===== src/rtl/writeback_register_file.sv =====
`default_nettype none
// ============================================================================
//  Module   : writeback_register_file
//  Purpose  : Write-back end of the MEM/WB pipeline interface. Selects the
//             write-back value (load data or ALU result), commits it into a
//             NUM_REGS x DATA_W MIPS register file and exposes two
//             combinational read ports for the ID stage. Also tracks a
//             committed-write counter and the PC of the last retired write.
//
//  Ports    : Clk             rising-edge clock
//             Rst             synchronous active-high reset
//             regWrite_in     MEM/WB write enable
//             memToReg_in     1 = write readData_in, 0 = write ALUResult_in
//             readData_in     load value from MEM/WB
//             ALUResult_in    ALU result from MEM/WB
//             regDstMux_in    destination register number
//             myPC_in         PC of the instruction in write-back
//             readReg1_in     ID read address, port 1
//             readReg2_in     ID read address, port 2
//             readData1_out   read port 1 data (combinational)
//             readData2_out   read port 2 data (combinational)
//             writeData_out   selected write-back value (combinational)
//             lastWritePC_out PC of the most recent committed write
//             wbCount_out     count of committed writes (wraps)
//
//  Options  : WB_READ_BYPASS_EN - when defined, a read of the register being
//             committed this cycle returns the incoming write-back value
//             (write-first). When undefined, reads return stored contents.
//
//  Revision : 1.0  initial release
// ============================================================================
module writeback_register_file #(
  parameter int unsigned DATA_W   = 32,
  parameter int unsigned NUM_REGS = 32,
  parameter int unsigned CNT_W    = 32
) (
  input  logic                        Clk,
  input  logic                        Rst,
  input  logic                        regWrite_in,
  input  logic                        memToReg_in,
  input  logic [DATA_W-1:0]           readData_in,
  input  logic [DATA_W-1:0]           ALUResult_in,
  input  logic [$clog2(NUM_REGS)-1:0] regDstMux_in,
  input  logic [31:0]                 myPC_in,
  input  logic [$clog2(NUM_REGS)-1:0] readReg1_in,
  input  logic [$clog2(NUM_REGS)-1:0] readReg2_in,
  output logic [DATA_W-1:0]           readData1_out,
  output logic [DATA_W-1:0]           readData2_out,
  output logic [DATA_W-1:0]           writeData_out,
  output logic [31:0]                 lastWritePC_out,
  output logic [CNT_W-1:0]            wbCount_out
);

  localparam int unsigned c_ADDR_W = $clog2(NUM_REGS);

  logic [DATA_W-1:0]   r_regs [NUM_REGS];
  logic [31:0]         r_lastWritePC;
  logic [CNT_W-1:0]    r_wbCount;

  logic [DATA_W-1:0]   w_writeData;
  logic                w_commit;
  logic [DATA_W-1:0]   w_read1;
  logic [DATA_W-1:0]   w_read2;

  // Write-back mux is independent of regWrite_in so the forwarding unit
  // always sees the value that would be written.
  assign w_writeData = memToReg_in ? readData_in : ALUResult_in;

  // Writes aimed at $zero are architecturally discarded.
  assign w_commit = regWrite_in && (regDstMux_in != '0);

  // --------------------------------------------------------------------------
  // State: register array, last-write PC, commit counter
  // --------------------------------------------------------------------------
  always_ff @(posedge Clk) begin
    if (Rst) begin
      for (int i = 0; i < int'(NUM_REGS); i++) begin
        r_regs[i] <= '0;
      end
      r_lastWritePC <= '0;
      r_wbCount     <= '0;
    end else if (w_commit) begin
      r_regs[regDstMux_in] <= w_writeData;
      r_lastWritePC        <= myPC_in;
      r_wbCount            <= r_wbCount + CNT_W'(1);
    end
  end

  // --------------------------------------------------------------------------
  // Read ports. Address 0 is forced to zero regardless of array contents.
  // --------------------------------------------------------------------------
  always_comb begin
    w_read1 = '0;
    if (readReg1_in != c_ADDR_W'(0)) begin
      w_read1 = r_regs[readReg1_in];
`ifdef WB_READ_BYPASS_EN
      // Write-first: the value being committed this cycle wins over storage.
      if (w_commit && (regDstMux_in == readReg1_in)) begin
        w_read1 = w_writeData;
      end
`endif
    end
  end

  always_comb begin
    w_read2 = '0;
    if (readReg2_in != c_ADDR_W'(0)) begin
      w_read2 = r_regs[readReg2_in];
`ifdef WB_READ_BYPASS_EN
      if (w_commit && (regDstMux_in == readReg2_in)) begin
        w_read2 = w_writeData;
      end
`endif
    end
  end

  assign readData1_out   = w_read1;
  assign readData2_out   = w_read2;
  assign writeData_out   = w_writeData;
  assign lastWritePC_out = r_lastWritePC;
  assign wbCount_out     = r_wbCount;

endmodule
`default_nettype wire

===== config.mk =====
export PLATFORM = sky130hd
export DESIGN_NAME = writeback_register_file
export DESIGN_NICKNAME = d
export VERILOG_FILES = /design/src/rtl/writeback_register_file.sv
export SDC_FILE = /design/constraint.sdc
export NUM_CORES = 2
export LEC_CHECK = 0
export CORE_MARGIN = 8
export CORE_UTILIZATION = 35
export DETAILED_ROUTE_END_ITERATION = 16
export GPL_TIMING_DRIVEN = 1
export PLACE_DENSITY = 0.56
export SLEW_MARGIN = 25
export SYNTH_ARGS = -nofsm -noshare
export SYNTH_HDL_FRONTEND = slang
export SYNTH_SLANG_ARGS = --single-unit
export TNS_END_PERCENT = 100

===== constraint.sdc =====
create_clock -name Clk -period 3.9 [get_ports Clk]
set_input_delay 0.585 -clock Clk [delete_from_list [all_inputs] [get_ports Clk]]
set_output_delay 0.585 -clock Clk [all_outputs]
set_load 0.01 [all_outputs]

# Word-level counts from Yosys, hierarchy flattened
# Memory sizes are Yosys's and may differ from the RTL's.
# Index checks and enable logic that the tools add are counted.
# word_totals
out_inout_bits	160
mem_bits_rw	1024
n_memories	1
regBits	64
# op_classes
addsub	1
n_mux	11
reduce_logical	5
# memory_table
memory	depth	word_bits	read_ports	rd_clocked_by_memory_dff	wr	line_no	text
r_regs	32	32	2	0	32	56	logic [DATA_W-1:0] r_regs [NUM_REGS];
# op_table
cell	n
32-bit two-way mux	4
32-bit by 1-bit adder with 32-bit output, second input constant	1
32-bit OR reduction	1
5-bit nonzero test	3
1-bit two-way mux	6
5-bit two-way mux	1
1-bit logical AND	1

# Depth between registers and ports, before layout
# logic_depth
depth_word	7
mapped_depth	7
depth_no_buf	4

# Worst setup path after synthesis
# Ideal clock, no wire load.
# synth_path
kind	in2reg
start	input Rst
end	memory r_regs[31][0], enable pin
arrival_ns	2.355
path_slack_ns	1.151
cell_stages	4
t_required_ns	3.506
cell_sequence	clkbuf_1 clkbuf_1 clkbuf_1 nand2b_1
# synth_lines
element	line_no	text
start: declaration	38	input logic Rst,
end: declaration	56	

# Worst setup path after layout
# layout_path
start	input readReg2_in[0]
end	output readData2_out[5]
# layout_via
elab_chain_len	2
elab_cells_between_ends	3
# layout_rtl
element	line_no	text
start: declaration	46	input logic [$clog2(NUM_REGS)-1:0] readReg2_in,
memory read 32 x 32 bit or 5-bit nonzero test (tied branches)	-	
32-bit two-way mux *	107	if (readReg2_in != c_ADDR_W'(0)) begin
end: declaration	48	output logic [DATA_W-1:0] readData2_out,
# Mark *: on every way between the ends. The rest lies on a longest branch, timed or not.

==> summary.txt <==
Die
  • Die Wd: 413 µm
  • Die area: 0.171 mm²
  • Core Box Area: 0.156 mm²
  • IO Pins: 275
  • Initial Util: 0.353
  • Die span in y: 413 µm
  • Rows: 145

Synthesis
  • Yosys cell types: 47
  • Mapped Area: 0.0552 mm²
  • Synth Flop Type: edfxtp_1
  • Ys Warns: 0
  • Synth Area per Inst: 13.7 µm²
  • Number of synthesized flops with an enable pin: 1,024
  • Post-synth ARST share: 0
  • Cells after Synth: 4,031
  • Seq/Total Area, Yosys: 0.580
  • Yosys reg bits: 1,088

Timing
  • Worst Tran Pin Value: 0.900 ns
  • Worst slew margin: 0.394
  • Fmax achieved: 254 MHz
  • Hold Vio Cnt, Final: 0
  • Post-Route Setup TNS: -0.0658 ns
  • Min Clock Period, post-route: 3.94 ns
  • Fin crit share: 1.01
  • Final setup violating endpoints: 2
  • Count of final max-slew check failures: 0
  • Final Skew: 0.00611 ns
  • RSZ-0062 raised after global routing: no
  • Worst setup margin: -0.0436 ns

Cells and area
  • Commonest non-fill, non-tap cell in the layout: edfxtp_1
  • Ratio of cells with drive above 1 in the final layout: 0.277
  • Core Util, Final: 0.434
  • Layout Nets: 4,541
  • Area Growth Syn to Fin: 23.0%
  • Filler cells: 14,200
  • Most frequent cells in the layout: edfxtp_1 (1,024), nor2_1 (1,014), mux4_2 (448)

Global routing
  • Overall routing resource usage: 0.249
  • Vias in the first global route: 40,000
  • Global-route wire length before repair: 304,000 µm
  • Initial antenna violation count: 7
  • Maximum number of pins on one net before global-route repair: 115
  • Total grt overflow: 0

Routing
  • Final ANT Viol Nets: 0
  • Drt drc: 0
  • Vias per inst: 6.11
  • Wire length per cell: 33.2 µm
  • Initial DRT Pass Iterations: 9
  • Routed vias: 40,200
  • DR iter-0 viols: 5,735
  • Post-Route WL: 218,000 µm

Clocking
  • CTS tree: built
  • Worst-skew pair later-pin latency: 0.73 ns
  • CTS buffer count: 120
  • Clock transition at path regs: 0.06 ns
  • Longest Clk Path Bufs: 3
  • Clock sink count: 1,088
  • # hold bufs at CTS: 0
  • Post-CTS setup buffers: 0
  • Clock root buffer: clkbuf_16
  • H-Tree Level Count: 3

Placed design
  • DP HPWL: 138,000 µm
  • Port Buffers: 274
  • GP Congestion: 0.861

Critical path
  • Worst Setup Start Kind: input port
  • Maximum fanout along the worst path: 12
  • Critical path capture point type: output pin
  • WS Path Type: input port to output pin
  • CP arrival: 3.36 ns
  • Crit path required time: 3.31 ns

Outcome
  • Failing checks: negative setup slack
  • Outcome: finished with violations

Power
  • Power per cell area: 445 mW/mm²
  • Pleak: 23.7 nW
  • Worst vdd ir: 0.488 mV

Min path
  • Min-Delay Path Class: input port to flop

Job
  • Max_cap viols: 0
[synthesized netlist by cell type, drive strengths merged, types with 11 or more instances]
library cell	number	share of area
nor4	15	0.0020
nor2b	82	0.0093
nor2	1017	0.069
o2111ai	15	0.0024
nand2	137	0.0093
a22oi	64	0.0087
mux4	448	0.18
clkbuf	318	0.022
buf	115	0.011
a311oi	64	0.010
mux2i	160	0.029
o21ai	120	0.011
inv	39	0.0027
a21oi	47	0.0043
a221oi	50	0.0079
a211oi	64	0.0087
edfxtp	1024	0.56
nand2b	33	0.0037
or4	11	0.0015
dfxtp	64	0.023
mux2	78	0.016
[state kept, by name, summed over array words and instances (netlist names)]
register and flops:
lastWritePC_out 32, r_regs 1024, wbCount_out 32
[routing by layer]
layer	up-vias	share of wire	GRT usage
li1	16200	-	-
met1	20900	0.38	0.331
met2	2741	0.46	0.389
met3	461	0.12	0.0658
met4	2	0.044	0.0982
met5	-	0.000032	0
[through the flow]
step	worst slack [ns]	instances	hold WS [ns]	power [mW]	cell area, µm²
3_3_place_gp	-0.246	6360	0.441	18.2	63600
6_report	-0.0436	6586	0.259	30.2	67900
5_1_grt	0.00556	6585	0.244	30.9	67900
4_1_cts	0.000645	6584	0.215	30.3	67800
3_5_place_dp	-0.178	6360	0.449	18.2	63600
2_1_floorplan	1.15	4062	0.481	16.0	55300
[worst paths after layout]
path	start	to	slack, ns	cells after the start
hold / removal	Rst	wbCount_out[20]	0.26	2
setup / recovery	readReg2_in[0]	readData2_out[5]	-0.04	9
hold reg to reg	lastWritePC_out[2]	lastWritePC_out[2]	0.45	2
setup reg to reg	wbCount_out[8]	wbCount_out[31]	1.89	4
[where the power goes]
part	internal, mW	total (mW)	switching (mW)	leakage (nW)
Sequential	13.4	13.7	0.322	10.3
Clock	7.10	12.2	5.06	2.00
Combinational	1.93	4.32	2.39	11.4
[critical path, stage by stage]
cell and delay (ns):
buf_6 0.29, buf_4 0.29, and2_1 0.20, buf_12 0.19, buf_4 0.22, a22oi_1 0.17, a311oi_1 0.59, buf_4 0.22
clkdlybuf4s50_1 0.57
[cell type report]
class / instances / area [µm²] / area share
diodes: 1 / 2.50 / 0.0000368
clock buffers: 137 / 3070 / 0.0452
clock inverters: 87 / 1080 / 0.0159
inverters: 39 / 149 / 0.00219
multi-input cells: 2502 / 22100 / 0.325
flip-flops and latches: 1088 / 32000 / 0.472
well taps: 2058 / 2570 / 0.0379
repair buffers: 674 / 6960 / 0.102
[kinds of logic (layout without fill, tap and decap cells)]
group                    count (synthesis)  in the layout  synth area share
buffers and inverters                  472            937            0.0352
multiplexers                           686            686             0.228
AO/OA/AOI/OAI                          436            436            0.0547
adder cells (fa/ha/maj)                  1              1          0.000227
AND/OR/NAND/NOR                       1344           1344             0.101
XOR/XNOR                                 3              3          0.000476
other                                    1             33         0.0000679
flip-flops                            1088           1088             0.580
[what timing repair did]
action | CTS | global route
gates cloned | 0 | 1
resized for setup | 14 | 13
setup endpoints to repair | 13 | 10
pin swaps | 0 | 1
No activity file was read; power rests on OpenSTA's default activity.
